$ cat config.mk
export PLATFORM = sky130hd
export DESIGN_NAME = status_flag_unit
export DESIGN_NICKNAME = d
export VERILOG_FILES = /design/src/rtl/status_flag_unit.sv
export SDC_FILE = /design/constraint.sdc
export NUM_CORES = 1
export LEC_CHECK = 0
export ABC_CLOCK_PERIOD_IN_PS = 5300
export CAP_MARGIN = 20
export CELL_PAD_IN_SITES_DETAIL_PLACEMENT = 0
export CELL_PAD_IN_SITES_GLOBAL_PLACEMENT = 2
export CORE_MARGIN = 3
export CORE_UTILIZATION = 27
export CTS_BUF_LIST = sky130_fd_sc_hd__clkbuf_16
export DETAILED_ROUTE_END_ITERATION = 10
export GPL_ROUTABILITY_DRIVEN = 0
export PLACE_DENSITY = 0.89
export SKIP_LAST_GASP = 1
export SYNTH_ARGS = -nofsm -noshare
export SYNTH_HDL_FRONTEND = slang
export SYNTH_SLANG_ARGS = --single-unit
$ cat constraint.sdc
create_clock -name clk -period 5.3 [get_ports clk]
set_input_delay 1.06 -clock clk [delete_from_list [all_inputs] [get_ports clk]]
set_output_delay 1.06 -clock clk [all_outputs]
set_load 0.05 [all_outputs]
$ cat src/rtl/status_flag_unit.sv
// Execute-stage ALU with the NZCV status register feeding the decode-stage condition checker.
// Optional STATUS_BYPASS_EN forwards the flags being written this cycle straight to the status bus.
module status_flag_unit #(
   parameter int DATA_W = 32
) (
   input  logic              clk,
   input  logic              rst,
   input  logic              freeze,
   input  logic              valid,
   input  logic              s_bit,
   input  logic              cond_pass,
   input  logic [3:0]        exe_cmd,
   input  logic [DATA_W-1:0] val1,
   input  logic [DATA_W-1:0] val2,
   output logic [DATA_W-1:0] alu_result,
   output logic [3:0]        status_register_bits,
   output logic              flags_pending
);

   localparam logic [3:0] CMD_MOV = 4'b0001;
   localparam logic [3:0] CMD_ADD = 4'b0010;
   localparam logic [3:0] CMD_ADC = 4'b0011;
   localparam logic [3:0] CMD_SUB = 4'b0100;
   localparam logic [3:0] CMD_SBC = 4'b0101;
   localparam logic [3:0] CMD_AND = 4'b0110;
   localparam logic [3:0] CMD_ORR = 4'b0111;
   localparam logic [3:0] CMD_EOR = 4'b1000;
   localparam logic [3:0] CMD_MVN = 4'b1001;

   logic [3:0]        flag_reg;
   logic [3:0]        new_flags;
   logic [DATA_W:0]   add_sum;
   logic [DATA_W:0]   sub_sum;
   logic              add_cin;
   logic              sub_cin;
   logic              listed;
   logic              is_add;
   logic              is_sub;
   logic              update_now;
   logic              msb_a;
   logic              msb_b;
   logic              msb_r;

   // Carry-in always comes from the committed register, never the forward path.
   always_comb begin
      add_cin = (exe_cmd == CMD_ADC) ? flag_reg[1] : 1'b0;
      sub_cin = (exe_cmd == CMD_SBC) ? flag_reg[1] : 1'b1;
   end

   // Subtraction as a + ~b + cin, so the carry out is the ARM not-borrow.
   assign add_sum = {1'b0, val1} + {1'b0, val2}  + {{DATA_W{1'b0}}, add_cin};
   assign sub_sum = {1'b0, val1} + {1'b0, ~val2} + {{DATA_W{1'b0}}, sub_cin};

   always_comb begin
      alu_result = '0;
      listed     = 1'b1;
      is_add     = 1'b0;
      is_sub     = 1'b0;
      case (exe_cmd)
         CMD_MOV: alu_result = val2;
         CMD_MVN: alu_result = ~val2;
         CMD_ADD, CMD_ADC: begin
            alu_result = add_sum[DATA_W-1:0];
            is_add     = 1'b1;
         end
         CMD_SUB, CMD_SBC: begin
            alu_result = sub_sum[DATA_W-1:0];
            is_sub     = 1'b1;
         end
         CMD_AND: alu_result = val1 & val2;
         CMD_ORR: alu_result = val1 | val2;
         CMD_EOR: alu_result = val1 ^ val2;
         default: listed = 1'b0;
      endcase
   end

   assign msb_a = val1[DATA_W-1];
   assign msb_b = val2[DATA_W-1];
   assign msb_r = alu_result[DATA_W-1];

   always_comb begin
      new_flags[3] = msb_r;
      new_flags[2] = (alu_result == '0);
      new_flags[1] = flag_reg[1];
      new_flags[0] = flag_reg[0];
      if (is_add) begin
         new_flags[1] = add_sum[DATA_W];
         new_flags[0] = (msb_a == msb_b) && (msb_r != msb_a);
      end else if (is_sub) begin
         new_flags[1] = sub_sum[DATA_W];
         new_flags[0] = (msb_a != msb_b) && (msb_r != msb_a);
      end
   end

   // Reset is folded in so neither the hazard line nor the forward path fires during reset.
   assign update_now = valid & s_bit & cond_pass & ~freeze & listed & ~rst;

   always_ff @(posedge clk) begin
      if (rst) begin
         flag_reg <= 4'b0000;
      end else if (update_now) begin
         flag_reg <= new_flags;
      end
   end

`ifdef STATUS_BYPASS_EN
   assign status_register_bits = update_now ? new_flags : flag_reg;
   assign flags_pending        = 1'b0;
`else
   assign status_register_bits = flag_reg;
   assign flags_pending        = update_now;
`endif

endmodule

==> results.sh <==
export IMPL_synthArstFlopShare_pct=0
export IMPL_grt_pass1_vias=8649
export IMPL_path_class="in2reg"
export IMPL_dieWidth_um=160.0
export IMPL_start_util_pct=27.84
export IMPL_placed_area_mm2=0.009658
export IMPL_grt_use_total_pct=22.06
export IMPL_synth_top_area_share_pct=18.57
export IMPL_reg2reg_from="status_register_bits[1]$_SDFFE_PP0P_"
export IMPL_ys_warnings_count=0
export IMPL_clock_skew_ns=0.008286
export IMPL_largest_reg_flops=4
export IMPL_yosys_top_cells_count="99 x nor2_1, 98 x inv_1, 95 x ha_1, 93 x a21oi_1, 62 x o21ai_0"
export IMPL_p_leak_nw=4.667
export IMPL_nets=1454
export IMPL_synth_enable_flop_cells=0
export IMPL_r2r_end="status_register_bits[2]$_SDFFE_PP0P_"
export IMPL_first_iter_violations=764
export IMPL_yosysMostFrequentCell="nor2_1"
export IMPL_power_density_mw_per_mm2=143.0
export IMPL_endpoint="status_register_bits[2]$_SDFFE_PP0P_"
export IMPL_drt_wl_total_mm=30.24
export IMPL_ys_flop_type="dfxtp_1"
export IMPL_syn_area_mm2=0.006400
export IMPL_core_mm2=0.02298
export IMPL_grt_setup_unrepaired="true"
export IMPL_report_final_hold_viol_count=0
export IMPL_period_minus_slack_ns=5.644
export IMPL_ys_top_cells_by_area="ha_1 19%, a21oi_1 7.3%, nor2_1 5.8%"
export IMPL_regToRegSetupSlack_ns=0.22
export IMPL_worst_slack_ns=-0.3444
export IMPL_setup_viol=3
export IMPL_antenna_found_initial=0
export IMPL_root_buffer="clkbuf_16"
export IMPL_cp_max_fo=2
export IMPL_grt_pass1_wl_mm=46.66
export IMPL_syn_to_final_growth_pct=62.46
export IMPL_route_detailed_drc=0
export IMPL_cts_clk_slew_worst_paths_ns=0.04
export IMPL_worstSetupStartpoint="exe_cmd[1]"
export IMPL_layout_drive_gt1_share_pct=32.45
export IMPL_yosys_cell_types_count=79
export IMPL_netlist_instances=979
export IMPL_n_antenna_cell=0
export IMPL_vias=8994
export IMPL_synth_avg_cell_area_um2=6.537
export IMPL_final_area_mm2=0.01040
export IMPL_ant_nets=0
export IMPL_synthesis_nets=1152
export IMPL_grt_max_degree=61
export IMPL_wire_per_inst_um=19.00
export IMPL_start_kind="input pin"
export IMPL_cp_required_ns=5.47
export IMPL_cts_buffers=3
export IMPL_numClockSinks=4
export IMPL_r2r_cells=14
export IMPL_arrival_ns=5.81
export IMPL_clock_latency_ns=0.23
export IMPL_die_area_mm2=0.02559
export IMPL_maxCapViolCount=0
export IMPL_violations="setup timing"
export IMPL_yosysSeqAreaShare_pct=1.251
export IMPL_tightest_slew_ns=0.7081
export IMPL_whs_ns=0.4902
export IMPL_io_buffer_count=110
export IMPL_cts_tree="built"
export IMPL_die_height_um=160.0
export IMPL_pin_count=111
export IMPL_hpwlAfterDp_mm=23.07
export IMPL_overflow=0
export IMPL_irDropWorstVdd_v=0.0001176
export IMPL_htreeDepth=1
export IMPL_slew_headroom_pct=52.80
export IMPL_critPathCaptureType="flip-flop"
export IMPL_dr_pass1_iters=5
export IMPL_row_count=55
export IMPL_clock_fmax_mhz=177.2
export IMPL_vias_per_cell=5.649
export IMPL_fin_crit_sh_pct=106.5
export IMPL_cts_buffer_depth=2
export IMPL_slew_viol_final=0
export IMPL_place_inst=1572
export IMPL_hp_class="reg2reg"
export IMPL_worstHoldPathCells=2
export IMPL_yosysTopAreaCell="ha_1"
export IMPL_yosys_register_bits=4
export IMPL_fin_cells=1592
export IMPL_status="complete, but fails checks"
## stage by stage
stage | TNS (ns) | util [%] | total power, W | worst slack, ns
CTS | -0.4431 | 43.81 | 0.001426 | -0.4431
floorplan | -1.083 | - | 0.0006579 | -0.8206
detailed placement | -7.769 | 42.02 | 0.001252 | -1.092
finish | -0.4005 | 45.24 | 0.001487 | -0.3444
global placement | -6.854 | 42.02 | 0.001247 | -0.9644
global route | -0.8144 | 45.24 | 0.001573 | -0.4488
## area by class of cell
type | instances | area (um2)
timing repair buffer | 362 | 3313
fill | 2390 | 12590
inverter | 100 | 375.4
tap | 313 | 391.6
multi-input combinational | 810 | 6162
sequential | 4 | 80.08
clock buffer | 3 | 75.07
## power by group
| group | internal [W] | switching [W] | leakage [nW] |
|---|---|---|---|
| logic | 0.000614 | 0.000718 | 4.60 |
| registers | 0.0000304 | 0.0000000920 | 0.0322 |
| clock network | 0.0000970 | 0.0000276 | 0.0370 |
## worst min path at each step
stage,slack [ns],to,start
after floorplan,0.70,status_register_bits[2]$_SDFFE_PP0P_,status_register_bits[2]$_SDFFE_PP0P_
after global placement,0.48,status_register_bits[3]$_SDFFE_PP0P_,status_register_bits[3]$_SDFFE_PP0P_
after detailed placement,0.49,status_register_bits[3]$_SDFFE_PP0P_,status_register_bits[3]$_SDFFE_PP0P_
after CTS,0.50,status_register_bits[3]$_SDFFE_PP0P_,status_register_bits[3]$_SDFFE_PP0P_
after global routing,0.53,status_register_bits[3]$_SDFFE_PP0P_,status_register_bits[3]$_SDFFE_PP0P_
final,0.49,status_register_bits[3]$_SDFFE_PP0P_,status_register_bits[3]$_SDFFE_PP0P_
## what timing repair did
action,4_1_cts,5_1_grt
pin swaps,31,43
resized for setup,85,69
setup endpoints to repair,20,17
hold buffers,0,0
buffers inserted,11,6
## logic make-up after synthesis
family	after synthesis	synth area share (%)
AO/OA/AOI/OAI	379	40.74
XOR/XNOR	13	1.779
adder cells (fa/ha/maj)	99	19.82
buffers and inverters	165	10.36
flip-flops	4	1.251
multiplexers	10	1.642
AND/OR/NAND/NOR	309	24.40
## metal layers
layer | global-route usage, % | vias to the layer above | wire, um
li1 | - | 4246 | -
met1 | 29.65 | 4240 | 12930
met2 | 38.06 | 433 | 14290
met3 | 1.505 | 75 | 2202
met4 | 6.075 | 0 | 823
met5 | 0 | - | 0
## worst max-delay path, cell delays in order
cell,delay [ns]
buf_6,0.08
nor2b_4,0.15
nand3_2,0.12
fa_2,0.42
inv_2,0.07
fa_2,0.43
a2bb2oi_2,0.13
o221a_2,0.19
o211ai_1,0.11
or4_4,0.58
or4b_4,0.50
or4_4,0.43
or4_4,0.50
or4_1,0.41
or4b_1,0.52
o21ai_1,0.12
## layout by cell type, fill, tap and decap left out, types with 10 or more instances in the layout
| master | Yosys | final |
|---|---|---|
| a211oi_1 | 22 | 16 |
| a21o_1 | 15 | 15 |
| a21oi_1 | 93 | 86 |
| a221o_1 | 16 | 16 |
| a22oi_1 | 11 | 11 |
| a31oi_1 | 18 | 13 |
| buf_12 | 0 | 26 |
| buf_4 | 2 | 249 |
| buf_6 | 4 | 12 |
| clkdlybuf4s50_1 | 0 | 61 |
| ha_1 | 95 | 81 |
| inv_1 | 98 | 82 |
| inv_2 | 1 | 17 |
| nand2_1 | 61 | 60 |
| nand3_1 | 19 | 18 |
| nor2_1 | 99 | 91 |
| nor2b_1 | 13 | 11 |
| nor3_1 | 28 | 28 |
| o211ai_1 | 13 | 13 |
| o21ai_0 | 62 | 53 |
| o221ai_1 | 10 | 10 |
| o22ai_1 | 13 | 13 |
| o31ai_1 | 12 | 10 |
| xnor2_1 | 11 | 11 |
No activity file was read; power rests on OpenSTA's default activity.
